<file path="config.mk">
export PLATFORM = sky130hd
export DESIGN_NAME = bus_initiator
export DESIGN_NICKNAME = d
export VERILOG_FILES = /design/src/rtl/bus_initiator.sv
export SDC_FILE = /design/constraint.sdc
export NUM_CORES = 1
export LEC_CHECK = 0
export CORE_MARGIN = 2
export CORE_UTILIZATION = 30
export DETAILED_ROUTE_END_ITERATION = 8
export GPL_TIMING_DRIVEN = 0
export PLACE_DENSITY = 0.59
export SYNTH_ARGS = -nofsm -noshare
export SYNTH_HDL_FRONTEND = slang
export SYNTH_SLANG_ARGS = --single-unit
</file>
<file path="constraint.sdc">
create_clock -name clk -period 5.9 [get_ports clk]
set_clock_uncertainty 0.1 [all_clocks]
set_input_delay 1.475 -clock clk [delete_from_list [all_inputs] [get_ports clk]]
set_output_delay 1.475 -clock clk [all_outputs]
set_load 0.01 [all_outputs]
</file>
<file path="src/rtl/bus_initiator.sv">
// Single-beat memory-bus initiator: takes a core request, drives rd/wr/addr/wdata,
// checks the decoder's hit/did, waits for the device ack (bounded) and returns a response.
module bus_initiator #(
  parameter int unsigned DATA_W  = 16,
  parameter int unsigned TIMEOUT = 16,
  parameter logic [2:0]  DNONE   = 3'd7
) (
  input  logic              clk,
  input  logic              rst_n,
  input  logic              req_valid,
  output logic              req_ready,
  input  logic              req_we,
  input  logic [15:0]       req_addr,
  input  logic [DATA_W-1:0] req_wdata,
  output logic              resp_valid,
  input  logic              resp_ready,
  output logic [DATA_W-1:0] resp_rdata,
  output logic [1:0]        resp_err,
  output logic [2:0]        resp_did,
  output logic              rd,
  output logic              wr,
  output logic [15:0]       addr,
  output logic [DATA_W-1:0] wdata,
  input  logic              hit,
  input  logic [2:0]        did,
  input  logic              ack,
  input  logic [DATA_W-1:0] rdata
);

  localparam int unsigned TW = $clog2(TIMEOUT + 1);

  localparam logic [1:0] ERR_OK      = 2'b00;
  localparam logic [1:0] ERR_MISS    = 2'b01;
  localparam logic [1:0] ERR_TIMEOUT = 2'b10;

  typedef enum logic [1:0] {
    S_IDLE,
    S_ADDR,
    S_WAIT,
    S_RESP
  } state_e;

  state_e              state_q, state_d;
  logic                rd_q, rd_d;
  logic                wr_q, wr_d;
  logic [15:0]         addr_q, addr_d;
  logic [DATA_W-1:0]   wdata_q, wdata_d;
  logic                resp_valid_q, resp_valid_d;
  logic [DATA_W-1:0]   resp_rdata_q, resp_rdata_d;
  logic [1:0]          resp_err_q, resp_err_d;
  logic [2:0]          resp_did_q, resp_did_d;
  logic [TW-1:0]       timer_q, timer_d;

  always_ff @(posedge clk or negedge rst_n) begin
    if (!rst_n) begin
      state_q      <= S_IDLE;
      rd_q         <= 1'b0;
      wr_q         <= 1'b0;
      addr_q       <= '0;
      wdata_q      <= '0;
      resp_valid_q <= 1'b0;
      resp_rdata_q <= '0;
      resp_err_q   <= '0;
      resp_did_q   <= DNONE;
      timer_q      <= '0;
    end else begin
      state_q      <= state_d;
      rd_q         <= rd_d;
      wr_q         <= wr_d;
      addr_q       <= addr_d;
      wdata_q      <= wdata_d;
      resp_valid_q <= resp_valid_d;
      resp_rdata_q <= resp_rdata_d;
      resp_err_q   <= resp_err_d;
      resp_did_q   <= resp_did_d;
      timer_q      <= timer_d;
    end
  end

  always_comb begin
    state_d      = state_q;
    rd_d         = rd_q;
    wr_d         = wr_q;
    addr_d       = addr_q;
    wdata_d      = wdata_q;
    resp_valid_d = resp_valid_q;
    resp_rdata_d = resp_rdata_q;
    resp_err_d   = resp_err_q;
    resp_did_d   = resp_did_q;
    timer_d      = timer_q;

    case (state_q)
      S_IDLE: begin
        if (req_valid) begin
          addr_d  = req_addr;
          wdata_d = req_we ? req_wdata : '0;
          rd_d    = ~req_we;
          wr_d    = req_we;
          state_d = S_ADDR;
        end
      end
      // Decoder outputs are combinational from the registered bus, so they settle here.
      S_ADDR: begin
        if (!hit || did == DNONE) begin
          rd_d         = 1'b0;
          wr_d         = 1'b0;
          resp_err_d   = ERR_MISS;
          resp_did_d   = DNONE;
          resp_rdata_d = '0;
          resp_valid_d = 1'b1;
          state_d      = S_RESP;
        end else begin
          resp_did_d = did;
          timer_d    = '0;
          state_d    = S_WAIT;
        end
      end
      // ack is tested before the timer so a same-cycle ack beats the timeout.
      S_WAIT: begin
        if (ack) begin
          rd_d         = 1'b0;
          wr_d         = 1'b0;
          resp_rdata_d = rd_q ? rdata : '0;
          resp_err_d   = ERR_OK;
          resp_valid_d = 1'b1;
          state_d      = S_RESP;
        end else if (timer_q == TW'(TIMEOUT - 1)) begin
          rd_d         = 1'b0;
          wr_d         = 1'b0;
          resp_rdata_d = '0;
          resp_err_d   = ERR_TIMEOUT;
          resp_valid_d = 1'b1;
          state_d      = S_RESP;
        end else begin
          timer_d = timer_q + TW'(1);
        end
      end
      S_RESP: begin
        if (resp_ready) begin
          resp_valid_d = 1'b0;
          state_d      = S_IDLE;
        end
      end
      default: state_d = S_IDLE;
    endcase
  end

  assign req_ready  = (state_q == S_IDLE);
  assign rd         = rd_q;
  assign wr         = wr_q;
  assign addr       = addr_q;
  assign wdata      = wdata_q;
  assign resp_valid = resp_valid_q;
  assign resp_rdata = resp_rdata_q;
  assign resp_err   = resp_err_q;
  assign resp_did   = resp_did_q;

endmodule
</file>
==> results.md <==
- The flow ran to the end, and the final reports show no timing, DRC or antenna violations.
- In the final routed layout, each cell accounts on average for about 14 um.
- The effective utilization at floorplan is 0.312.
- Setup repair after global routing left no endpoint under its margin.
- The total area of sequential cells is around 0.0016 mm2.
- Among all cell types in the netlist, the one instantiated most often is sky130_fd_sc_hd__nand2_1.
- Counting flops with an async set or reset pin after synthesis yields a share of 1.00.
- Yosys attributes the largest share of cell area to sky130_fd_sc_hd__dfrtp_1, sky130_fd_sc_hd__nand2_1, sky130_fd_sc_hd__mux2_2.
- The worst min-delay path endpoint is wdata[14].
- between 100 and 150 I/O pins were placed.
- For this run, the top clock speed supported by timing is roughly 310 MHz.
- The cell sitting at the root of the clock tree is a sky130_fd_sc_hd__clkbuf_8.
- The endpoint arrival time on the critical path is 1630 ps.
- For this run, the register share of the synthesized area comes to 0.575.
- The hold-fix buffer count after cts is 0.
- The detailed-route vias per instance is roughly 4.7.
- The number of post-CTS setup repair buffers is 0.
- Detailed placement ended at an HPWL of about 5000 um.
- Max-cap violations in this run came to 0.
- The area growth from synthesis to layout is 52.7%.
- The slew at the pin with the worst max-slew slack is about 820 ps.
- The number of cell rows is 34.
- After clock tree synthesis, the repair step resized 0 gates.
- The class of the most critical setup path is reg -> out.
- The tightest slew margin relative to the limit is 0.456.
- The final route contains between 2k and 2.5k vias.
- The number of instances in the synthesized netlist is 266.
- The die is about 100 um tall.
- The H-tree generated during clock tree synthesis spans 3 levels.
- The synthesized netlist contains 32 unique library cells.
- The net count after synthesis is between 300 and 400.
- The final setup violation count is 0.
- The biggest fanout along the worst timing path is 5.
- The cell type with the largest total area after synthesis is sky130_fd_sc_hd__dfrtp_1.
- Counting every sink on the clock net gives 63.
- Of the post-synthesis cell area, the dominant cell type holds 0.546.
- The flip-flop and latch count after synthesis is 63.
- The number of antenna violations at the first check in global routing is 0.
- The number of global-route vias before repair is between 2k and 2.5k.
- The worst hold path begins at wdata[14].
- The commonest register cell after synthesis is sky130_fd_sc_hd__dfrtp_1.
- TritonCTS built the clock tree.
- The global router's overall resource usage is 0.140.
- The final hold violation count is 0.
- The terminus of the critical flop-to-flop path is resp_rdata[2].
- The endpoint required time on the critical path is about 4300 ps.
- The number of DRC markers in iteration 0 is 63.
- The number of port buffers is between 100 and 150.
- The power consumption is between 1.5 and 2 mW.
- The number of fill cells is 834.
- For the worst-skew pair, the clock arrives at the later sink with an insertion delay of ~330 ps.
- After detailed routing, the number of remaining DRC violations is 0.
- In this run the deepest clock path goes through 2 buffers.
- Entering global routing, the biggest net connects between 60 and 70 pins.
- The region available for standard cell placement spans just under 0.009 mm2.
- The die outline width is between 90 and 100 um.
- After clock tree synthesis, the clock-pin slew on the worst setup and hold paths is roughly 60 ps.
- Routability-driven placement finished with a final weighted congestion of between 0.7 and 0.8.
- The maximum ir drop on the vdd rail is 0.180 mV.
- Yosys mapped a number of flops with a built-in enable equal to 0.
- The total overflow reported by the global router is 0.
- The final-stage net count is ~460.
- Of the cells placed in the final design, the portion with a size suffix greater than 1 is 0.120.
- For this run, the share of the core covered by cells in the final layout is 0.477.
- The setup total negative slack is 0 ps.
- The register-to-register path setup slack is 3580 ps.
- The number of optimization iterations in the first detailed-route pass is 4.
- The area of the die is 0.00995 mm2.
- The number of clock buffers inserted by TritonCTS is 9.
- The average cell area after synthesis is slightly above 10 um2.
- The commonest cells after synthesis are sky130_fd_sc_hd__nand2_1, sky130_fd_sc_hd__dfrtp_1, sky130_fd_sc_hd__o21ai_0.
- The number of antenna diodes in the final layout is 0.
- The clock period minus final worst setup slack is 3200 ps.
- The total number of yosys warnings is 0.
- STA classifies the critical path startpoint as a flip-flop.
- The multi-input gate area in the final layout is 0.00107 mm2.
- The first global-routing pass estimated roughly 11000 um of wire.
- The max-slew violation count is 0.
- The tightest min-delay check is of the reg -> reg type.
- The total detailed-routing wirelength is approximately 6900 um.
- The period utilization is 0.542.
- The startpoint identified for the worst register-to-register timing path is timer_q[0].
- The cell area power density is around 460 mW/mm2.
- STA classifies the critical path endpoint as an output pin.
- The post-synthesis instance area is approximately 0.0028 mm2.
- The worst hold path stage count is 2.
- The reported leakage power is around 1.8 nW.
- Counting cells, the worst reg-to-reg path comes to 8.
- The count of nets left with antenna violations once routing finished came out at 0.
## through the flow
stage	std cells	setup WS, ps	area [um2]	hold slack (ps)
final	500	2700	4200	378
after global routing	500	2560	4200	405
after global placement	487	1060	4020	361
after CTS	500	2670	4200	385
after floorplan	266	3300	2750	359
after detailed placement	487	2610	4010	370
## flip-flops by register name, summed over array words and instances (netlist names)
register / flops
addr: 16
rd: 1
resp_did: 3
resp_err: 2
resp_rdata: 16
resp_valid: 1
state_q: 2
timer_q: 5
wdata: 16
wr: 1
## how the worst max path moves through the flow
| stage | start | end | slack [ps] | cells past startpoint |
|---|---|---|---|---|
| final | state_q[1] | req_ready | 2700 | 3 |
| after global routing | state_q[0] | req_ready | 2560 | 3 |
| after CTS | state_q[1] | req_ready | 2670 | 3 |
| after detailed placement | ack | resp_rdata[2] | 2610 | 6 |
| after global placement | rst_n | wdata[11] | 1060 | 1 |
| after floorplan | ack | state_q[1] | 3300 | 3 |
## layout by cell type (no fill, tap or decap), types with 2 or more instances in the layout
master                              n
sky130_fd_sc_hd__mux2_2            19
sky130_fd_sc_hd__nand2b_1           3
sky130_fd_sc_hd__dfrtp_1           60
sky130_fd_sc_hd__inv_1              7
sky130_fd_sc_hd__o211ai_1           3
sky130_fd_sc_hd__clkbuf_1           7
sky130_fd_sc_hd__ha_1               7
sky130_fd_sc_hd__buf_4              2
sky130_fd_sc_hd__nor2b_1            2
sky130_fd_sc_hd__o21ai_0           33
sky130_fd_sc_hd__o31ai_1            3
sky130_fd_sc_hd__a31oi_1            3
sky130_fd_sc_hd__dfstp_2            3
sky130_fd_sc_hd__buf_2              5
sky130_fd_sc_hd__clkdlybuf4s50_1  112
sky130_fd_sc_hd__a21oi_1            5
sky130_fd_sc_hd__nand3_1            8
sky130_fd_sc_hd__and3_1             3
sky130_fd_sc_hd__o21ai_1            2
sky130_fd_sc_hd__clkbuf_8          11
sky130_fd_sc_hd__nor2_1             7
sky130_fd_sc_hd__nand2_1           71
sky130_fd_sc_hd__nand3b_1           2
sky130_fd_sc_hd__nand4_1            3
## layer usage
layer	global-route usage	share of wire	wire length, um	vias up
met5	0	0	0	-
met4	0.0506	0.0049	34	0
met3	0.0408	0.061	424	5
met2	0.229	0.49	3380	64
met1	0.178	0.44	3060	1123
li1	-	-	-	1141
## cell type report
class	instances	area share
inverter	7	0.00626
sequential	63	0.376
timing repair buffer	113	0.269
clock inverter	1	0.00715
tap	108	0.0322
multi-input combinational	182	0.255
buffer	14	0.0170
clock buffer	12	0.0369
## power breakdown
group          leakage, nW  internal (mW)  switching, mW
registers            0.805          0.602         0.0919
clock network       0.0944          0.211          0.151
logic                0.883          0.484          0.407
## logic make-up after synthesis
kind of cell    count (synthesis)  synth area share
compound gates                 53             0.114
fa+ha+maj                       7            0.0318
buf+inv                        21            0.0355
flops                          63             0.575
mux                            19            0.0778
simple gates                  103             0.166
## worst max-delay path: stages (launching register included)
cell and delay (ps):
sky130_fd_sc_hd__dfrtp_1 420, sky130_fd_sc_hd__inv_1 130, sky130_fd_sc_hd__ha_1 190, sky130_fd_sc_hd__clkdlybuf4s50_1 550
No activity file was read; power rests on OpenSTA's default activity.
